`src/rtl/mem_access_ctrl.sv`:
```
// Load/store sequencer between the memory-stage control and the word-addressed data memory.
// Sub-word stores are done as a read-modify-write; misaligned or illegal requests never reach memory.
module mem_access_ctrl (
    input  logic        clk,
    input  logic        rst,
    input  logic        req,
    input  logic        we,
    input  logic [1:0]  size,
    input  logic        sext,
    input  logic [31:0] addr,
    input  logic [31:0] wdata,
    output logic        busy,
    output logic        done,
    output logic        err,
    output logic [31:0] rdata,
    output logic [6:0]  dm_addr,
    output logic        dm_wr,
    output logic [31:0] dm_din,
    input  logic [31:0] dm_dout
);

    typedef enum logic [1:0] {
        S_IDLE,
        S_ACCESS,
        S_WRITE,
        S_DONE
    } state_t;

    state_t      state;

    logic        l_we;
    logic        l_sext;
    logic [1:0]  l_size;
    logic [8:0]  l_addr;
    logic [31:0] l_wdata;

    logic        l_bad;
    logic        req_bad;
    logic        req_word_store;
    logic [7:0]  byte_lane;
    logic [15:0] half_lane;
    logic [31:0] load_val;
    logic [31:0] merged;

    logic        unused_addr_hi;
    assign unused_addr_hi = ^addr[31:9];

    function automatic logic misaligned(input logic [1:0] sz, input logic [1:0] off);
        case (sz)
            2'b00:   return 1'b0;
            2'b01:   return off[0];
            2'b10:   return off != 2'b00;
            default: return 1'b1;
        endcase
    endfunction

    // The request-side check lets a word store raise dm_wr on the accept edge,
    // so the write lands in ACCESS while dm_wr stays a registered output.
    always_comb begin
        l_bad          = misaligned(l_size, l_addr[1:0]);
        req_bad        = misaligned(size, addr[1:0]);
        req_word_store = we && (size == 2'b10) && !req_bad;
    end

    always_comb begin
        byte_lane = dm_dout[{l_addr[1:0], 3'b000} +: 8];
        half_lane = dm_dout[{l_addr[1], 4'b0000} +: 16];
        load_val  = dm_dout;
        merged    = dm_dout;
        case (l_size)
            2'b00: begin
                load_val = {{24{l_sext & byte_lane[7]}}, byte_lane};
                merged[{l_addr[1:0], 3'b000} +: 8] = l_wdata[7:0];
            end
            2'b01: begin
                load_val = {{16{l_sext & half_lane[15]}}, half_lane};
                merged[{l_addr[1], 4'b0000} +: 16] = l_wdata[15:0];
            end
            default: ;
        endcase
    end

    always_ff @(posedge clk or posedge rst) begin
        if (rst) begin
            state   <= S_IDLE;
            l_we    <= 1'b0;
            l_sext  <= 1'b0;
            l_size  <= '0;
            l_addr  <= '0;
            l_wdata <= '0;
            busy    <= 1'b0;
            done    <= 1'b0;
            err     <= 1'b0;
            rdata   <= '0;
            dm_addr <= '0;
            dm_wr   <= 1'b0;
            dm_din  <= '0;
        end else begin
            dm_wr  <= 1'b0;
            dm_din <= '0;
            done   <= 1'b0;
            err    <= 1'b0;
            case (state)
                S_ACCESS: begin
                    if (l_bad) begin
                        state <= S_DONE;
                        done  <= 1'b1;
                        err   <= 1'b1;
                    end else if (!l_we) begin
                        rdata <= load_val;
                        state <= S_DONE;
                        done  <= 1'b1;
                    end else if (l_size == 2'b10) begin
                        state <= S_DONE;
                        done  <= 1'b1;
                    end else begin
                        dm_wr  <= 1'b1;
                        dm_din <= merged;
                        state  <= S_WRITE;
                    end
                end
                S_WRITE: begin
                    state <= S_DONE;
                    done  <= 1'b1;
                end
                default: begin
                    // IDLE and DONE both sample req, so a held req restarts at the edge leaving DONE.
                    busy  <= 1'b0;
                    state <= S_IDLE;
                    if (req) begin
                        l_we    <= we;
                        l_sext  <= sext;
                        l_size  <= size;
                        l_addr  <= addr[8:0];
                        l_wdata <= wdata;
                        dm_addr <= addr[8:2];
                        busy    <= 1'b1;
                        state   <= S_ACCESS;
                        if (req_word_store) begin
                            dm_wr  <= 1'b1;
                            dm_din <= wdata;
                        end
                    end
                end
            endcase
        end
    end

endmodule

```
`config.mk`:
```
export PLATFORM = sky130hd
export DESIGN_NAME = mem_access_ctrl
export DESIGN_NICKNAME = d
export VERILOG_FILES = /design/src/rtl/mem_access_ctrl.sv
export SDC_FILE = /design/constraint.sdc
export NUM_CORES = 1
export LEC_CHECK = 0
export ABC_AREA = 0
export CELL_PAD_IN_SITES_DETAIL_PLACEMENT = 1
export CELL_PAD_IN_SITES_GLOBAL_PLACEMENT = 2
export CORE_UTILIZATION = 26
export DETAILED_ROUTE_END_ITERATION = 8
export PLACE_DENSITY_LB_ADDON = 0.1
export SETUP_SLACK_MARGIN = 0.02
export SYNTH_ARGS = -nofsm -noshare
export SYNTH_HDL_FRONTEND = slang
export SYNTH_SLANG_ARGS = --single-unit
```
`constraint.sdc`:
```
create_clock -name clk -period 4.05 [get_ports clk]
set_input_delay 0.405 -clock clk [delete_from_list [all_inputs] [get_ports clk]]
set_output_delay 0.405 -clock clk [all_outputs]
set_load 0.005 [all_outputs]
```
After elaboration in Yosys (flattened, before gate mapping)
Index checks and enable logic that the tools add are counted.
Word-level totals
  register bits after elaboration: 99
  output and inout port bits: 75
  logic and storage cells: 72
Cells by class
  $add $sub $neg: 2
  eq/ne operators: 6
  shift operators: 6
  mux-type cells: 30
  bitwise gates (word level): 5
  reduce and logical (&&, ||, !) cells: 10
Operators by type and width (number)
  32-bit case mux with 2 select lines: 3
  32-bit 2-to-1 mux: 5
  32-bit bitwise mux: 2
  16-bit by 7-bit variable shift with 32-bit output (first input constant): 1
  8-bit by 7-bit variable shift with 32-bit output (first input constant): 1
  16-bit by 7-bit variable part select with 32-bit output: 1
  32-bit by 6-bit variable part select with 16-bit output: 1
  32-bit by 6-bit variable part select with 8-bit output: 1
  8-bit by 7-bit variable part select with 32-bit output: 1
  1-bit 2-to-1 mux: 15
  5-bit negation with 7-bit output: 2
  2-bit by 1-bit == test with 1-bit output (second input constant): 3
  2-bit == test (second input constant): 3
  1-bit case mux with 3 select lines: 2
  2-bit logical NOT: 2
  1-bit case mux with 2 select lines: 2
  2-bit case mux with 2 select lines: 1
  2-bit nonzero test: 2
  1-bit inverter: 3
  3-bit AND reduction: 1
  1-bit AND: 2
  1-bit logical AND: 2
  2-bit AND reduction: 1
  2-bit OR reduction: 1
  1-bit logical NOT: 1

Depth between registers and ports, before layout
  depth after elaboration: 8
  gate-level depth with buffers: 11
  mapped depth without buffers: 6

Worst setup path before layout
No wires, ideal clock.
  kind: register -> register
  start: register l_addr[1]
  end: register dm_din[16]
  library setup time: 0.121 ns
  arrival time: 2.185 ns
  path slack: 1.744 ns
  cell stages (with the launch flop): 10
  path buffers: 3
  period minus slack after synthesis: 2.306 ns
  cell sequence: dfrtp_1 > buf_2 > buf_4 > inv_2 > buf_2 > ha_1 > and4bb_1 > nor2b_1 > a221o_1 > a22o_1
On the way
  cells in the longest elaborated chain, start to end: 8
  elaborated cells on any way between the ends: 15
  classes of those cells: add/sub: 2; shift: 4; mux: 8; reduce/logical: 1
RTL lines
  from (decl): line 34  | logic [8:0] l_addr;
  from (signal assigned): line 134  | l_addr <= addr[8:0];
  5-bit negation with 7-bit output, on equally long branches: line 77, 73
  16-bit by 7-bit variable part select with 32-bit output (tied with other cells): line 77  | merged[{l_addr[1], 4'b0000} +: 16] = l_wdata[15:0];
  32-bit bitwise mux, on equally long branches: line 77, 73
  32-bit case mux with 2 select lines: line 70  | case (l_size)
  32-bit 2-to-1 mux: line 113  | end else if (l_size == 2'b10) begin
  32-bit 2-to-1 mux: line 109  | end else if (!l_we) begin
  32-bit 2-to-1 mux *: line 105  | if (l_bad) begin
  32-bit case mux with 2 select lines *: line 103  | case (state)
  to (signal assigned): line 118  | dm_din <= merged;
  to (signal assigned): line 141  | dm_din <= wdata;
  to (decl): line 18  | output logic [31:0] dm_din,
Every way passes the cells marked *; elsewhere a longest branch is shown, timed or not.
A chain may end at the register's enable or synchronous reset.

Worst setup path in the final report
  start: register l_addr[0]
  end: register rdata[18]
On the way
  cells in the longest elaborated chain, start to end: 4
  elaborated cells on any way between the ends: 7
  classes of those cells: shift: 1; mux: 2; bitwise: 2; reduce/logical: 2
RTL lines
  branches (longest 4 deep; another with 32-bit by 6-bit variable part select with 8-bit output)
  to (signal assigned): line 110  | rdata <= load_val;
  to (decl): line 15  | output logic [31:0] rdata,
Several ways; the timed one is not identified.

==> flow_metrics.tcl <==
set metrics [dict create \
    status "finished clean" \
    met1Wirelength_um 9494 \
    clock_sinks 99 \
    dpl.hpwl_um 14550 \
    drtAntennaViolNets 0 \
    tightest_slew_ns 1.061 \
    initial_utilization_pct 26.91 \
    period_needed_ns 2.772 \
    dr.pass1.iters 5 \
    postSynthNetCount 684 \
    synth-main-ff-cell "dfrtp_1" \
    areaGrowthSynthToFinish_pct 40.59 \
    synth_area_per_cell_um2 8.915 \
    wl_met3_um 808 \
    cp-end-kind "register" \
    synth_edf_count 0 \
    rsz0062_at_grt "no" \
    setup_viol 0 \
    worstSetupStartpointType "register" \
    reg2reg_depth 7 \
    grt_overflow_total 0 \
    io_buffers 154 \
    yosysTopAreaCell "dfrtp_1" \
    synth_top_area_share_pct 48.41 \
    die-area_um2 20250 \
    syn_inst 574 \
    crit_start "l_addr[0]$_DFFE_PP0P_" \
    grt_usage_pct 20.47 \
    endpoint "rdata[18]$_DFFE_PP0P_" \
    hold_class "register to register" \
    final_layout_size_suffix_gt1_share_pct 4.366 \
    cts_buffers 9 \
    p_leak_nw 3.061 \
    postCtsSetupRepairBufs 0 \
    cts_tree "built" \
    wl_um 20080 \
    synth_area_leaders "dfrtp_1, nand2_1, a21oi_1, mux2i_1, o21ai_1" \
    r2r_slack_ns 1.28 \
    core_area_um2 19020 \
    cts_buffer_depth 2 \
    path_class "register to register" \
    fin_crit_sh_pct 68.45 \
    grt_max_degree 100 \
    n_antenna_cell 0 \
    routed_via_density 4.985 \
    io_pins 178 \
    maxSlewViolCount 0 \
    route.met2.wl_um 9506 \
    reg2reg_from "l_addr[0]$_DFFE_PP0P_" \
    max_freq_ghz 0.3607 \
    pwr_density_cell_nw_per_um2 718.1 \
    peakVddDrop_mv 0.2416 \
    critical_path_required_ns 4.32 \
    crit_path_max_fanout 28 \
    drc 0 \
    setup_tns_ns 0 \
    yosys_register_bits 99 \
    yosysWarnings 0 \
    globalplace.congestion 0.7973 \
    antenna_found_initial 0 \
    routed-via-count 4835 \
    synth.yosys.seq_area_share_pct 48.41 \
    worst_clock_skew_ns 0.005903 \
    maxCapViolations 0 \
    clk_root_buffer_cell "clkbuf_16" \
    max-slew-margin-rel_pct 29.12 \
    ys_top_cells_by_count "nand2_1, dfrtp_1, a21oi_1" \
    whs_ns 0.4790 \
    ys_types 48 \
    wl_per_cell_um 20.70 \
    clk_latency_ns 0.35 \
    fillers 2223 \
    fp.dieW_um 142.3 \
    hold_buffers 0 \
    first_iter_violations 289 \
    synthArstFlopShare_pct 100.0 \
    r2r-end "rdata[18]$_DFFE_PP0P_" \
    cts_resized 0 \
    netlist_area_um2 5117 \
    cts.clk_slew.worst_paths_ns 0.07 \
    rows 50 \
    die_h_um 142.3 \
    synth.most_common_cell "nand2_1" \
    hold_violations 0 \
    top_layer_used "met4" \
    grt_first_pass_wirelength_um 30550 \
    layout.nets 815 \
    worst_ep_arrival_time_ns 3.04 \
    htreeDepth 3 \
    grt_pass1_vias 4964 \
]
-- critical path, stage by stage, from the launching register on --
cell and delay, ns:
dfrtp_1 0.54, inv_1 0.25, ha_1 0.30, nand2b_1 0.20, and3_1 0.84, buf_4 0.34
nor2_1 0.06, o21ai_1 0.14
-- routing by layer --
layer | GRT usage (%) | vias to the layer above
li1 | - | 2292
met1 | 28.92 | 2400
met2 | 32.53 | 126
met4 | 6.055 | 0
met5 | 0 | -
met3 | 2.591 | 17
-- worst min path at each step --
stage	startpoint	to	cells after the start
after floorplan	l_wdata[11]$_DFFE_PP0P_	l_wdata[11]$_DFFE_PP0P_	2
after global placement	dm_addr[3]$_DFFE_PP0P_	dm_addr[3]$_DFFE_PP0P_	2
after detailed placement	dm_addr[3]$_DFFE_PP0P_	dm_addr[3]$_DFFE_PP0P_	2
after CTS	dm_addr[4]$_DFFE_PP0P_	dm_addr[4]$_DFFE_PP0P_	2
after global routing	dm_addr[4]$_DFFE_PP0P_	dm_addr[4]$_DFFE_PP0P_	2
final	dm_addr[4]$_DFFE_PP0P_	dm_addr[4]$_DFFE_PP0P_	2
-- through the flow --
stage | util [%] | setup slack, ns | instance area, µm² | instances | total power [mW]
final | 37.83 | 1.278 | 7194 | 970 | 5.166
after global routing | 37.83 | 1.055 | 7194 | 970 | 5.578
after CTS | 37.83 | 1.248 | 7194 | 970 | 5.253
after detailed placement | 36.12 | 1.256 | 6869 | 954 | 4.257
after global placement | 36.12 | 1.350 | 6869 | 954 | 4.190
after floorplan | - | 1.055 | 5117 | 574 | 3.125
-- cell families after synthesis --
kind of cell	Yosys count	share of synthesized area, %
AO/OA/AOI/OAI	176	22.20
adder cells (fa/ha/maj)	7	1.711
buffers and inverters	59	4.890
flip-flops	99	48.41
multiplexers	20	3.912
AND/OR/NAND/NOR	213	18.88
-- where the power goes --
| part | internal, mW | switching [mW] | leakage (nW) |
|---|---|---|---|
| Sequential | 1.36 | 0.357 | 1.25 |
| Clock | 0.559 | 0.411 | 0.159 |
| Combinational | 1.12 | 1.36 | 1.65 |
| Total | 3.04 | 2.13 | 3.06 |
-- area by class of cell --
type	count	area [µm²]	share of cell area [%]
clock inverter	6	86.33	1.200
timing repair buffer	161	1607	22.33
clock buffer	10	239.0	3.322
sequential	99	2477	34.43
tap	260	325.3	4.522
multi-input combinational	416	2390	33.22
inverter	18	70.07	0.9739
-- cell usage in the layout, fill, tap and decap left out, types with 6 or more instances in the layout --
master             n
a21oi_1           41
a221o_1           10
a221oi_1          19
a22o_1             9
a31oi_1            6
buf_4              6
clkbuf_16          9
clkdlybuf4s50_1  154
dfrtp_1           99
ha_1               7
inv_1             15
mux2i_1           20
nand2_1          112
nand2b_1          14
nor2_1            35
nor2b_1           11
nor3_1            14
o21ai_0           20
o21ai_1           40
o22ai_1           12
or3_1              8
-- registers in the layout, summed over array words and instances (netlist names) --
register  count
dm_din       32
rdata        32
l_wdata      16
dm_addr       7
l_addr        2
l_size        2
state         2
busy          1
dm_wr         1
done          1
err           1
l_sext        1
l_we          1
No activity file was read; power rests on OpenSTA's default activity.
